<file path="config.mk">
export PLATFORM = sky130hd
export DESIGN_NAME = div_sequencer
export DESIGN_NICKNAME = d
export VERILOG_FILES = /design/src/rtl/div_sequencer.sv
export SDC_FILE = /design/constraint.sdc
export NUM_CORES = 1
export LEC_CHECK = 0
export CORE_MARGIN = 4
export CORE_UTILIZATION = 50
export DETAILED_ROUTE_END_ITERATION = 16
export PLACE_DENSITY = 0.87
export SETUP_SLACK_MARGIN = 0.3
export SYNTH_ARGS = -nofsm -noshare
export SYNTH_HDL_FRONTEND = slang
export SYNTH_SLANG_ARGS = --single-unit
export TNS_END_PERCENT = 5
</file>
<file path="constraint.sdc">
create_clock -name clk -period 6.48 [get_ports clk]
set_input_delay 1.296 -clock clk [delete_from_list [all_inputs] [get_ports clk]]
set_output_delay 1.296 -clock clk [all_outputs]
set_load 0.02 [all_outputs]
</file>
<file path="src/rtl/div_sequencer.sv">
// rtl/div_sequencer.sv - RV32M divide/remainder sequencer in front of a shared unsigned divider
module div_sequencer #(
  parameter int XLEN = 32,
  parameter int ID_W = 3
) (
  input  logic            clk,
  input  logic            rst,
  input  logic            issue_new_request,
  input  logic [XLEN-1:0] issue_rs1,
  input  logic [XLEN-1:0] issue_rs2,
  input  logic [1:0]      issue_op,
  input  logic [ID_W-1:0] issue_id,
  output logic            issue_ready,
  output logic            div_start,
  output logic [XLEN-1:0] div_dividend,
  output logic [XLEN-1:0] div_divisor,
  input  logic [XLEN-1:0] div_quotient,
  input  logic [XLEN-1:0] div_remainder,
  input  logic            div_done,
  output logic            wb_done,
  output logic [ID_W-1:0] wb_id,
  output logic [XLEN-1:0] wb_rd,
  input  logic            wb_ack
);

  localparam logic [1:0] S_IDLE  = 2'd0;
  localparam logic [1:0] S_START = 2'd1;
  localparam logic [1:0] S_WAIT  = 2'd2;
  localparam logic [1:0] S_WB    = 2'd3;

  logic [1:0]      r_state;
  logic            r_is_rem;
  logic            r_neg_a;
  logic            r_neg_b;
  logic [XLEN-1:0] r_dividend;
  logic [XLEN-1:0] r_divisor;
  logic [XLEN-1:0] r_wb_rd;
  logic [ID_W-1:0] r_wb_id;

  // op[0] set means unsigned (DIVU/REMU), op[1] set means remainder (REM/REMU)
  logic            w_signed;
  logic            w_neg_a;
  logic            w_neg_b;
  logic            w_div_by_zero;
  logic [XLEN-1:0] w_mag_a;
  logic [XLEN-1:0] w_mag_b;
  logic [XLEN-1:0] w_result;

  assign w_signed      = ~issue_op[0];
  assign w_neg_a       = w_signed & issue_rs1[XLEN-1];
  assign w_neg_b       = w_signed & issue_rs2[XLEN-1];
  assign w_div_by_zero = (issue_rs2 == '0);
  // Negating the most negative value wraps back to itself, which is the right unsigned magnitude
  assign w_mag_a       = w_neg_a ? -issue_rs1 : issue_rs1;
  assign w_mag_b       = w_neg_b ? -issue_rs2 : issue_rs2;

  always_comb begin
    w_result = '0;
    if (r_is_rem) begin
      w_result = r_neg_a ? -div_remainder : div_remainder;
    end else begin
      w_result = (r_neg_a ^ r_neg_b) ? -div_quotient : div_quotient;
    end
  end

  always_ff @(posedge clk) begin
    if (!rst) begin
      r_state    <= S_IDLE;
      r_is_rem   <= 1'b0;
      r_neg_a    <= 1'b0;
      r_neg_b    <= 1'b0;
      r_dividend <= '0;
      r_divisor  <= '0;
      r_wb_rd    <= '0;
      r_wb_id    <= '0;
    end else begin
      case (r_state)
        S_IDLE: begin
          if (issue_new_request) begin
            r_is_rem   <= issue_op[1];
            r_neg_a    <= w_neg_a;
            r_neg_b    <= w_neg_b;
            r_wb_id    <= issue_id;
            r_dividend <= w_mag_a;
            r_divisor  <= w_mag_b;
            if (w_div_by_zero) begin
              r_wb_rd <= issue_op[1] ? issue_rs1 : '1;
              r_state <= S_WB;
            end else begin
              r_state <= S_START;
            end
          end
        end
        S_START: r_state <= S_WAIT;
        S_WAIT: begin
          if (div_done) begin
            r_wb_rd <= w_result;
            r_state <= S_WB;
          end
        end
        S_WB: begin
          if (wb_ack) begin
            r_state <= S_IDLE;
          end
        end
        default: r_state <= S_IDLE;
      endcase
    end
  end

  assign issue_ready  = (r_state == S_IDLE);
  assign div_start    = (r_state == S_START);
  assign wb_done      = (r_state == S_WB);
  assign div_dividend = r_dividend;
  assign div_divisor  = r_divisor;
  assign wb_rd        = r_wb_rd;
  assign wb_id        = r_wb_id;

endmodule

</file>
# Word-level counts from Yosys, hierarchy flattened
# Index checks and enable logic that the tools add are counted.
# word_totals
in_bits	138
reg_bits	104
wordCells	44
out_inout_bits	102
# op_classes
n_reduce_logical	6
bitwise_logic	4
add_sub_neg	4
eq_ne	7
muxes	15
# op_table
operator	n
$mux W32	9
$neg A32 Y32	4
$pmux W32 S2	1
$logic_not A32 Y1	1
$mux W2	4
$pmux W2 S4	1
$eq A2 B2 Y1 const B	2
$ne A2 B1 Y1 const B	2
$ne A2 B2 Y1 const B	2
$reduce_and A4 Y1	1
$reduce_and A3 Y1	1
$and A1 B1 Y1	2
$eq A2 B1 Y1 const B	1
$logic_not A2 Y1	1
$reduce_and A2 Y1	1
$reduce_bool A2 Y1	1
$not A1 Y1	1
$xor A1 B1 Y1	1

# Depth between registers and ports, before layout
# logic_depth
depth_word	5
mapped_depth	9
depth_no_buf	8

# Worst setup path before layout
# No wires, ideal clock.
# synth_timing
path_type	input -> register
start	input port div_quotient[2]
end	register r_wb_rd[25] (netlist: wb_rd[25])
path_buffers	1
t_arrival_ps	3287
path_stages	7
required_ps	6357
setup_time_ps	123
slack_ps	3070
cell_sequence	clkbuf_1 > or4_1 > nor4_1 > a41oi_1 > xor2_1 > o22ai_1 > o32ai_2
# synth_via
elab_chain_len	5
# synth_lines
element	line_no	source
start: declaration	17	input logic [XLEN-1:0] div_quotient,
$neg A32 Y32	62	w_result = (r_neg_a ^ r_neg_b) ? -div_quotient : div_quotient;
$mux W32	62	
$mux W32	59	if (r_is_rem) begin
$mux W32	96	if (div_done) begin
$pmux W32 S2	77	case (r_state)
end signal: assignment	87	r_wb_rd <= issue_op[1] ? issue_rs1 : '1;
end signal: assignment	97	r_wb_rd <= w_result;
end: declaration	37	logic [XLEN-1:0] r_wb_rd;
# Every way passes these cells. The select of a mux whose other input is x is not followed.
# A chain may end at the register's enable or synchronous reset.

# Worst setup path after layout
# layout_timing
start	input port issue_rs2[6]
end	register r_wb_rd[13] (netlist: wb_rd[13])
# layout_via
elab_chain_len	3
# layout_lines
element	line_no	source
start: declaration	10	input logic [XLEN-1:0] issue_rs2,
$logic_not A32 Y1	52	assign w_div_by_zero = (issue_rs2 == '0);
$ne A2 B1 Y1 (no source line)	n/a	
$reduce_and A4 Y1 (no source line)	n/a	
# Every way passes these cells.

==> results.md <==
- The run finished with clean final reports.
- The power density over cell area is 290 mW/mm^2.
- Dividing the detail-routed wire length by the instance count gives approximately 20 um.
- The startpoint-to-endpoint class of the critical path is in2reg.
- The initial cell density of the core is 0.517.
- In the synthesized netlist the async set-or-reset flop fraction comes to 0.
- The critical path depth is 8.
- The synthesized design contains between 100 and 150 register bits.
- The fmax is ~0.20 GHz.
- The sink count of the clock tree is 104.
- The final weighted congestion of routability-driven global placement is roughly 1.
- The period utilization is 0.781.
- The later-pin clock latency in the skew report is around 0.35 ns.
- The commonest cells after synthesis are 104 x sky130_fd_sc_hd__dfxtp_1, 89 x sky130_fd_sc_hd__nor2_1, 71 x sky130_fd_sc_hd__nand2_1.
- The number of hold violations in the final report is 0.
- At the pin with the least slew margin, the transition time is about 1.2 ns.
- Once detailed placement completed, the half-perimeter wirelength came to 18900 um.
- The share of total power dissipated in combinational logic is 0.473.
- The share of total power dissipated in sequential elements is 0.316.
- In this run the number of H-tree levels came out at 3.
- The buffering stage count on the worst path with inverters included is 2.
- The type of the worst min-delay path is reg2reg.
- The total count of max-transition violations in the final report is 0.
- Fill cells in the final layout number 1096.
- The worst register-to-register path has a setup slack of 3.16 ns.
- The peak fanout along the critical path is 28.
- The number of rows in the core area is 42.
- Walking the worst path, the cells encountered are clkdlybuf4s50_1, or4_1, nor4_2, nand4_1, a221oi_4, buf_4, o21ai_0, o22ai_1.
- The kind of cell adding the most delay to the critical path is simple AND/OR/NAND/NOR gates.
- The detail route stage leaves a number of antenna-violating nets equal to 0.
- Buffers added to address setup during post-CTS repair amount to 0.
- The required arrival time at the worst endpoint is just under 7 ns.
- Tracing the worst setup path back leads to its startpoint at issue_rs2[6].
- The share of synthesized area occupied by flip-flops and latches is 0.299.
- The share of Yosys cell area claimed by the top area cell type is 0.299.
- The highest-delay cell along the critical path is sky130_fd_sc_hd__a221oi_4.
- The cell depth of the worst hold path is 2.
- Among all flip-flop cells after synthesis, the most frequent one is sky130_fd_sc_hd__dfxtp_1.
- The CTS tree is done.
- VDD sags by at most roughly 210 uV.
- The total congestion overflow after global routing is 0.
- The count of cells resized by post-cts repair is 0.
- The total global routing track utilization is 0.296.
- Among all cell types in the netlist, the one instantiated most often is sky130_fd_sc_hd__dfxtp_1.
- The number of antenna violations at the first check in global routing came to 0.
- The post-synthesis cell type count is 65.
- The share of total power dissipated in the clock network is 0.211.
- The worst register-to-register path begins at r_state[1].
- The final worst clock skew is around 0.0038 ns.
- Using the TritonRoute via totals, the vias-per-cell ratio works out to slightly above 6.
- The count of nets after finishing is about 1200.
- Across the run, the number of max-cap violations was 0.
- STA classifies the critical path endpoint as a flop.
- Entering global routing, the biggest net connects approximately 110 pins.
- Summed over all instances, the cell type with the most area after synthesis is sky130_fd_sc_hd__dfxtp_1.
- The net switching fraction of the power is 0.393.
- The worst path meets setup with around 1.4 ns of slack.
- The detailed-routing iteration count for the pre-antenna-repair pass is 5.
- Setup repair after global routing left no endpoint under its margin.
- The final cell count without fillers is ~1300.
- The total vias in the final route is 7864.
- Input and output buffers added on the ports amount to approximately 240.
- Of the cells placed in the final design, the portion with a size suffix greater than 1 is 0.0411.
- Once layout is done, the placed cells without fillers occupy 0.00970 sq mm.
- The worst pin sits at a relative slew slack of 0.190.
- The time the worst path needs with I/O delays and setup is between 5 and 6 ns.
- The area of the die is between 0.015 and 0.02 sq mm.
- In this run the static leakage power is between 0.003 and 0.004 uW.
- Counting every net in the synthesized netlist gives about 1000.
- The cell area that synthesis handed to floorplanning was between 0.006 and 0.007 sq mm.
- After clock tree synthesis, the clock-pin slew on the worst setup and hold paths is about 0.070 ns.
- For this run, the number of Yosys warnings is 0.
- Pin placement for this block handled 240 I/O pins.
- The total CTS buffers is 9.
- STA classifies the critical path startpoint as an input pin.
- The clock tree buffer depth is 2.
- Summing all placed instances gives a cell area of about 0.0094 sq mm.
- The number of design rule violations left after detail routing is 0.
- The total negative slack for setup checks is 0 ns.
- Counting every instance in the synthesized netlist gives roughly 900.
- By area the synthesized netlist is led by sky130_fd_sc_hd__dfxtp_1 30%, sky130_fd_sc_hd__xnor2_1 8.8%, sky130_fd_sc_hd__o21ai_0 5.0%.
- After detailed routing, the total wire length is 24800 um.
- The via count of the first global-routing pass came to between 7000 and 8000.
- The endpoint of the worst setup timing path is wb_rd[13].
- The die is ~130 um wide.
- Dividing the synthesized area by the synthesized cell count gives between 7 and 8 sq um.
- The tree is rooted in a sky130_fd_sc_hd__clkbuf_16.
- The number of violations reported at the end of detailed-routing iteration 0 is about 800.
- The number of cell instances on the worst register-to-register path is 9.
- The vertical die dimension is 126 um.
- For this run, the slowest stage of the critical path takes a little over 0.9 ns.
- The region available for standard cell placement spans between 0.01 and 0.015 sq mm.
- The number of hold buffers added after CTS was 0.
- Across all hold checks on the routed design, the worst slack comes to between 0.4 and 0.5 ns.
- The internal power component is 1710 uW.
- Before CTS, the worst setup slack after placement is around 1.1 ns.
- The reg-to-reg critical path endpoint is wb_rd[13].
- The endpoint arrival time on the critical path is 5.34 ns.
- The antenna diode count is 0.
- The area growth from synthesis to final layout is 39.4%.
- The first global-routing pass estimated between 30000 and 40000 um of wire.
- In this run, synthesis inferred 0 flip-flops with an integrated enable.
- The cell count after placement is about 1300.
- The switching power of the nets is 1100 uW.
- The count of endpoints failing setup in the final report is 0.
worst reg2reg max path, delay by kind of cell, from the launching register on:
family                     cells  cell delay (ns)
AOI/OAI and AO/OA              3             1.30
adders and majority gates      1             0.35
buffers and inverters          2             0.55
DFF                            1             0.35
and+or+nand+nor                3             0.70
state kept, by name (all words and copies together), names as in the netlist:
signal,count
div_dividend,32
div_divisor,32
wb_rd,32
wb_id,3
r_state,2
r_is_rem,1
r_neg_a,1
r_neg_b,1
how the worst min path moves through the flow:
stage | start | end
floorplan | r_state[1] | r_state[1]
global placement | div_dividend[23] | div_dividend[23]
detailed placement | div_dividend[29] | div_dividend[29]
CTS | div_dividend[29] | div_dividend[29]
global route | div_divisor[0] | div_divisor[0]
finish | div_dividend[29] | div_dividend[29]
layout make-up:
type	instances	area (sq um)	share of cell area
multi-input cells	706	4550	0.469
well taps	176	220	0.0227
clock inverters	6	90.1	0.00928
repair buffers	248	2450	0.253
clock buffers	10	229	0.0236
inverters	21	78.8	0.00812
flip-flops and latches	104	2080	0.215
power by group through the flow:
stage	Combinational (uW)	Sequential, uW	Clock [uW]
after floorplan	582	1050	0
after global placement	1290	893	0
after detailed placement	1310	897	0
after CTS	1320	885	597
after global routing	1420	906	621
final	1330	888	593
cell usage in the layout, fill, tap and decap left out, drive strengths merged, types with 15 or more instances in the layout:
master and count:
clkdlybuf4s50 238, dfxtp 104, nor2 89, nand2 72, xnor2 70, o21ai 70
a21oi 52, xor2 35, nor3 32, o22ai 25, a211oi 24, a31oi 23
inv 22, or4 18, o41ai 17, or3 16, o31ai 16, a41oi 15
through the flow:
step	power (uW)	utilization
finish	2810	0.721
global route	2950	0.721
CTS	2800	0.721
detailed placement	2210	0.698
global placement	2190	0.698
floorplan	1630	-
cells by family after synthesis:
family	synth area share
AO/OA/AOI/OAI	0.284
adder cells (fa/ha/maj)	0.0144
AND/OR/NAND/NOR	0.210
XOR/XNOR	0.132
multiplexers	0.0102
buffers and inverters	0.0509
flip-flops	0.299
layer usage:
layer  vias up  track usage  wire length (um)
li1       3720            -                 -
met1      3641        0.400             10300
met2       437        0.467             11300
met3        66       0.0576              2260
met4         0        0.117               944
met5         -            0                 0
Note: power is estimated with default switching activity, not from simulation.
